File: config.mk
export PLATFORM = sky130hd
export DESIGN_NAME = pokey_serin_rx
export DESIGN_NICKNAME = d
export VERILOG_FILES = /design/src/rtl/pokey_serin_pkg.sv /design/src/rtl/pokey_sync2.sv /design/src/rtl/pokey_serin_rx.sv
export SDC_FILE = /design/constraint.sdc
export NUM_CORES = 1
export LEC_CHECK = 0
export CAP_MARGIN = 20
export CORE_ASPECT_RATIO = 1.1
export CORE_MARGIN = 2
export CORE_UTILIZATION = 30
export DETAILED_ROUTE_END_ITERATION = 10
export SYNTH_ARGS = -nofsm -noshare
export SYNTH_HDL_FRONTEND = slang
export SYNTH_HIERARCHICAL = 1
export SYNTH_SLANG_ARGS = --single-unit
File: constraint.sdc
create_clock -name clk -period 2.3 [get_ports clk]
set_clock_uncertainty 0.2 [all_clocks]
set_input_delay 0.46 -clock clk [delete_from_list [all_inputs] [get_ports clk]]
set_output_delay 0.46 -clock clk [all_outputs]
set_load 0.1 [all_outputs]
File: src/rtl/pokey_serin_pkg.sv
// Shared types and constants for the POKEY serial-input receiver.
// No logic; latency and backpressure are properties of the modules that import it.
package pokey_serin_pkg;

    typedef enum logic [1:0] {
        ST_IDLE  = 2'd0,
        ST_START = 2'd1,
        ST_DATA  = 2'd2,
        ST_STOP  = 2'd3
    } rx_state_t;

    localparam int OVERSAMPLE_DEF = 16;
    localparam int DATA_W         = 8;

endpackage

File: src/rtl/pokey_sync2.sv
// Two-flop synchronizer for the SID pin, idling high; 2 clk latency.
// No backpressure: samples every clk regardless of the slow-clock enable.
module pokey_sync2 (
    input  logic clk,
    input  logic rst_n,
    input  logic i_d,
    output logic o_q
);

    logic r_meta;
    logic r_sync;

    always_ff @(posedge clk or negedge rst_n) begin
        if (!rst_n) begin
            r_meta <= 1'b1;
            r_sync <= 1'b1;
        end else begin
            r_meta <= i_d;
            r_sync <= r_meta;
        end
    end

    assign o_q = r_sync;

endmodule

File: src/rtl/pokey_serin_rx.sv
// SERIN async deframer (start, 8 data LSB first, stop); byte/flags update on the stop tick.
// No backpressure: a byte completing while one is unread overwrites it and sets overrun. POKEY_SERIN_SYNC_EN adds a 2-flop SID synchronizer.
module pokey_serin_rx
    import pokey_serin_pkg::*;
#(
    parameter int OVERSAMPLE = OVERSAMPLE_DEF
) (
    input  logic              clk,
    input  logic              reset_n,
    input  logic              enp,
    input  logic              sample_tick,
    input  logic              sid,
    input  logic              rd_ack,
    input  logic              skres,
    output logic [DATA_W-1:0] serin,
    output logic              data_valid,
    output logic              rx_done,
    output logic              frame_err,
    output logic              overrun,
    output logic              busy
);

    localparam int            TW      = $clog2(OVERSAMPLE);
    localparam logic [TW-1:0] HALF_M1 = TW'(OVERSAMPLE / 2 - 1);
    localparam logic [TW-1:0] FULL_M1 = TW'(OVERSAMPLE - 1);

    rx_state_t         r_state;
    logic [TW-1:0]     r_tcnt;
    logic [2:0]        r_bcnt;
    logic [DATA_W-1:0] r_shift;
    logic [DATA_W-1:0] r_serin;
    logic              r_data_valid;
    logic              r_rx_done;
    logic              r_frame_err;
    logic              r_overrun;
    logic              w_sid;
    logic              w_tick;

`ifdef POKEY_SERIN_SYNC_EN
    pokey_sync2 u_sync (
        .clk   (clk),
        .rst_n (reset_n),
        .i_d   (sid),
        .o_q   (w_sid)
    );
`else
    assign w_sid = sid;
`endif

    assign w_tick = enp & sample_tick;

    // Clears are written before sets so a same-clk set overrides the clear.
    always_ff @(posedge clk or negedge reset_n) begin
        if (!reset_n) begin
            r_state      <= ST_IDLE;
            r_tcnt       <= '0;
            r_bcnt       <= '0;
            r_shift      <= '0;
            r_serin      <= '0;
            r_data_valid <= 1'b0;
            r_rx_done    <= 1'b0;
            r_frame_err  <= 1'b0;
            r_overrun    <= 1'b0;
        end else begin
            r_rx_done <= 1'b0;
            if (rd_ack) begin
                r_data_valid <= 1'b0;
            end
            if (skres) begin
                r_frame_err <= 1'b0;
                r_overrun   <= 1'b0;
            end
            if (w_tick) begin
                case (r_state)
                    ST_IDLE: begin
                        if (!w_sid) begin
                            r_state <= ST_START;
                            r_tcnt  <= '0;
                        end
                    end
                    ST_START: begin
                        if (r_tcnt == HALF_M1) begin
                            r_tcnt <= '0;
                            if (!w_sid) begin
                                r_state <= ST_DATA;
                                r_bcnt  <= '0;
                            end else begin
                                r_state <= ST_IDLE;
                            end
                        end else begin
                            r_tcnt <= r_tcnt + 1'b1;
                        end
                    end
                    ST_DATA: begin
                        if (r_tcnt == FULL_M1) begin
                            r_tcnt  <= '0;
                            r_shift <= {w_sid, r_shift[DATA_W-1:1]};
                            r_bcnt  <= r_bcnt + 3'd1;
                            if (r_bcnt == 3'd7) begin
                                r_state <= ST_STOP;
                            end
                        end else begin
                            r_tcnt <= r_tcnt + 1'b1;
                        end
                    end
                    ST_STOP: begin
                        if (r_tcnt == FULL_M1) begin
                            r_tcnt       <= '0;
                            r_state      <= ST_IDLE;
                            r_serin      <= r_shift;
                            r_data_valid <= 1'b1;
                            r_rx_done    <= 1'b1;
                            if (!w_sid) begin
                                r_frame_err <= 1'b1;
                            end
                            if (r_data_valid && !rd_ack) begin
                                r_overrun <= 1'b1;
                            end
                        end else begin
                            r_tcnt <= r_tcnt + 1'b1;
                        end
                    end
                    default: r_state <= ST_IDLE;
                endcase
            end
        end
    end

    assign serin      = r_serin;
    assign data_valid = r_data_valid;
    assign rx_done    = r_rx_done;
    assign frame_err  = r_frame_err;
    assign overrun    = r_overrun;
    assign busy       = (r_state != ST_IDLE);

endmodule

==> flow_summary.toml, run 1 <==
[clocking]
ctsHoldBuffers = 0
cts_htree_levels = 2
clk_pin_slew_ns = 0.06
postCtsSetupBuffers = 0
cts_resized = 0
cts_tree = "yes"
numCtsBuffers = 5
cts_root_buffer = "clkbuf_8"
clk_latency_ns = 0.28
clockBufferDepth = 2
cts.sinks = 29

[cells_and_area]
n_antenna_cell = 0
final_util_pct = 38.5
final_cells = 176
layout_commonest_cell = "dfrtp_1"
stdcell_area_um2 = 1660
syn2layout_area_growth_pct = 22.5
drive_gt1_share_pct = 40.2
layout_common_cells = "29 x dfrtp_1, 14 x mux2_4, 13 x buf_4"
nets = 131

[route]
drt_first_pass_iters = 4
drtAntennaViolNets = 0
wl_um = 2380
drt-vias-per-instance = 4.89
vias = 861
drcViolationCount = 0
avgRoutedWirePerCell_um = 13.5
drtIter0Drc = 74

[setup_path]
rrSetupSlack_ns = 0.36
crit_fanout = 11
slowest_delay_ns = 0.49
rr_endpoint = "r_shift[0]"
timing.rr.start = "r_tcnt[0]"
start_kind = "register"
cp.arrival_ns = 1.36
cpLargestDelayFamily = "flip-flops"
required_ns = 1.64
crit_path_top_delay_cell = "dfrtp_1"
cp-end-kind = "primary output"
reg2regPathDepth = 4
crit_chain = "nor2_1, inv_1, buf_12"
path_class = "register to primary output"
crit_buf_inv = 2

[yosys]
synth_edf_count = 0
synth_cells = 97
yosysSeqAreaShare_pct = 53.6
netlist_area_um2 = 1360
avgSynthCellArea_um2 = 14.0
synth_seq_cells = 29
async_flop_share_pct = 100
ys_warn_count = 6
syn_nets = 107
ys.flop_type = "dfrtp_1"
ys_types = 33

[global_routing]
grt.overflow.total = 0
grt_pass1_wl_um = 4110
antenna_found_initial = 0
grt_max_degree = 30
first_global_vias = 882
grtUsageTotal_pct = 11.0

[placement]
io_buffers = 19
dp_cells = 168
gp_congestion = 0.753
place_hpwl_um = 1650
placed_area_um2 = 1570
pre_cts_ws_ns = 0.0160

[timing]
fin_crit_ns = 2.02
rsz0062_at_grt = "false"
fin_ws_ns = 0.277
slew_headroom_pct = 75.7
slew_violations = 0
hold_violations = 0
tightest_slew_ns = 0.364
finalSetupTns_ns = 0
fin_crit_sh_pct = 88.0
finalSetupViolations = 0
fmax_mhz = 494

[worst_hold_path]
min_path_type = "register to register"
min_to = "serin[0]"
min-delay-start = "serin[0]"
worstHoldPathCells = 1

[die]
core_area_um2 = 4320
io_pins = 20
die_h_um = 74.5
die_w_um = 68.1
start_util_pct = 31.4
floorplan.rows = 25
dieArea_um2 = 5070

[pwr]
p_leak_nw = 0.843
p_per_area_nw_per_um2 = 792
ir_drop_mv = 0.474

[run]
maxCapViolations = 0

[status]
status = "complete, no violations"
sequential cells by signal, summed over array words and instances (netlist names), named ones only:
| name | flops |
|---|---|
| r_shift | 8 |
| serin | 8 |
| r_tcnt | 4 |
| r_bcnt | 3 |
| data_valid | 1 |
| frame_err | 1 |
| overrun | 1 |
| r_state | 1 |
| rx_done | 1 |
metrics by stage:
stage | power, W | hold WS [ns]
after floorplan | 0.000839 | -0.0356
after CTS | 0.00133 | 0.314
final | 0.00132 | 0.310
after global routing | 0.00139 | 0.322
after detailed placement | 0.000924 | 0.294
after global placement | 0.000910 | 0.292
cells in the mapped netlist (2+ instances only):
cell | n | area [um2]
o31ai_1 | 3 | 22.5
o21ai_0 | 4 | 20.0
dfrtp_1 | 29 | 726
nand2_1 | 3 | 11.3
a22o_2 | 3 | 30.0
buf_4 | 2 | 15.0
mux2_4 | 14 | 210
inv_1 | 5 | 18.8
and3b_1 | 2 | 17.5
nor2_1 | 4 | 15.0
ha_1 | 3 | 37.5
mux2_2 | 3 | 33.8
a31oi_1 | 2 | 12.5
final cells by class:
cell class,count,area (um2)
inverters,5,18.8
clock inverters,3,17.5
flip-flops and latches,29,726
multi-input cells,59,564
repair buffers,21,198
fillers,412,2660
clock buffers,5,68.8
well taps,54,67.6
cells by family (layout without fill, tap and decap cells):
family	after synthesis	count (layout)	synth area share, %
fa+ha+maj	3	3	2.77
buf+inv	9	34	4.80
simple gates	20	20	9.97
compound gates	17	17	9.51
flops	29	29	53.6
mux	18	18	18.7
xor+xnor	1	1	0.646
power breakdown:
part           leakage, nW  internal, W  switching [W]
Combinational        0.411     0.000126       0.000161
Clock               0.0439     0.000208       0.000193
Sequential           0.388     0.000555      0.0000719
Total                0.843     0.000889       0.000426
metal layers:
metal / GRT usage (%) / vias up / share of wire [%]
met3: 3.63 / 5 / 5.7
li1: - / 402 / -
met4: 6.00 / 0 / 1.7
met1: 13.6 / 428 / 45
met2: 17.0 / 26 / 48
met5: 0 / - / 0
worst reg2reg max path: cells and delay by family, from the launching register on:
family,cells,cell delay [ns]
adders and majority gates,1,0.26
DFF,1,0.39
muxes,1,0.36
and+or+nand+nor,2,0.63
how the worst max path moves through the flow:
stage	start	endpoint	slack, ns	cells past startpoint
2_1_floorplan	r_state[0]	r_tcnt[2]	0.50	4
3_3_place_gp	enp	r_shift[0]	0.06	4
3_5_place_dp	enp	r_shift[0]	0.02	4
4_1_cts	r_state[0]	busy	0.26	3
5_1_grt	r_state[0]	busy	0.22	3
6_report	r_state[0]	busy	0.28	3
Power figures use the tool's default switching activity.
==> run 2, diff against run 1 <==
Clock period 2.3 ns to 2.35 ns, I/O delays scaled along.
==> flow_summary.toml, run 2 (same netlist as run 1, synthesis figures left out) <==
[timing]
fin_crit_sh_pct = 87.7
finalSetupViolations = 0
hold_violations = 0
whs_ns = 0.310
tightest_slew_ns = 0.373
fin_crit_ns = 2.06
slew_headroom_pct = 75.1
fmax_mhz = 485
rsz0062_at_grt = "false"
slew_violations = 0
finalSetupTns_ns = 0

[cells_and_area]
final_util_pct = 38.5
fillers = 419
n_antenna_cell = 0
multi_input_area_um2 = 564
final_cells = 176
nets = 131
syn2layout_area_growth_pct = 22.7
drive_gt1_share_pct = 40.2
layout_commonest_cell = "dfrtp_1"
regArea_um2 = 726
layout_common_cells = "29 x dfrtp_1, 14 x mux2_4, 14 x buf_4"

[clocking]
cts.sinks = 29
clk_pin_slew_ns = 0.06
numCtsBuffers = 5
cts_tree = "yes"
cts_htree_levels = 2
postCtsSetupBuffers = 0
clk_latency_ns = 0.27
cts_resized = 0
ctsHoldBuffers = 0
clockBufferDepth = 2
cts_root_buffer = "clkbuf_8"

[global_routing]
grt.overflow.total = 0
grt_pass1_wl_um = 3860
grt_max_degree = 30
antenna_found_initial = 0
grtUsageTotal_pct = 10.4
first_global_vias = 825

[placement]
place_hpwl_um = 1670
gp_congestion = 0.794
dp_cells = 168
io_buffers = 19

[route]
drt-vias-per-instance = 4.73
avgRoutedWirePerCell_um = 13.5
wl_um = 2380
wl_met2_um = 1090
routed.top_layer = "met4"
vias = 833
drcViolationCount = 0
wl_met3_um = 130
drtIter0Drc = 59
drt_first_pass_iters = 3
drtAntennaViolNets = 0
met1_length_um = 1120

[die]
io_pins = 20
die_h_um = 74.5
core_area_um2 = 4320
die_w_um = 68.1
dieArea_um2 = 5070
floorplan.rows = 25
start_util_pct = 31.4

[setup_path]
cp-end-kind = "primary output"
path_class = "register to primary output"
start_kind = "register"
required_ns = 1.68
cp.arrival_ns = 1.39
crit_fanout = 11

[run]
maxCapViolations = 0

[worst_hold_path]
min_path_type = "register to register"

[pwr]
ir_drop_mv = 0.325
p_leak_nw = 0.847
p_per_area_nw_per_um2 = 808

[status]
status = "complete, no violations"
[run 2: cell types whose count changed in the layout (fill, tap and decap cells not counted)]
| cell | previous run | this run |
|---|---|---|
| clkinv_2 | 2 | 1 |
| buf_12 | 2 | 1 |
| buf_4 | 13 | 14 |
| clkbuf_8 | 5 | 7 |
| clkinvlp_4 | 1 | 0 |
[run 2: area by class of cell]
type	count	area share, %
Tap cell	54	4.06
Multi-Input combinational cell	59	33.9
Clock inverter	1	0.301
Clock buffer	7	5.79
Inverter	5	1.13
Timing Repair Buffer	21	11.1
Sequential cell	29	43.6
[run 2: worst max-delay path: stages, from the launching register on]
cell	delay [ns]
dfrtp_1	0.49
nor2_1	0.29
inv_1	0.15
buf_12	0.19
[run 2: final timing paths]
path	from	to	slack, ns	cells past startpoint
setup reg to reg	r_tcnt[0]	r_shift[0]	0.42	4
min in group asynchronous	reset_n	rx_done	0.39	2
hold reg to reg	serin[7]	serin[7]	0.31	1
hold / removal	serin[7]	serin[7]	0.31	1
setup / recovery	r_state[0]	busy	0.29	3
max in group asynchronous	reset_n	r_tcnt[0]	1.29	2
[run 2: per-layer routing]
metal | global-route usage [%] | vias up
li1 | - | 395
met1 | 12.9 | 413
met2 | 16.0 | 21
met3 | 4.08 | 4
met4 | 4.67 | 0
met5 | 0 | -
[run 2: report_power, final]
part	total [W]	leakage (nW)	internal, W	switching (W)
Clock	0.000446	0.0542	0.000264	0.000182
Sequential	0.000614	0.388	0.000543	0.0000704
Combinational	0.000283	0.404	0.000123	0.000160
[run 2: stage by stage]
stage,power (W),setup WS (ns),instance area (um2)
after floorplan,0.000821,0.541,1360
after global placement,0.000890,0.0981,1560
after detailed placement,0.000906,0.0584,1560
after CTS,0.00136,0.279,1660
after global routing,0.00142,0.180,1660
final,0.00134,0.290,1660
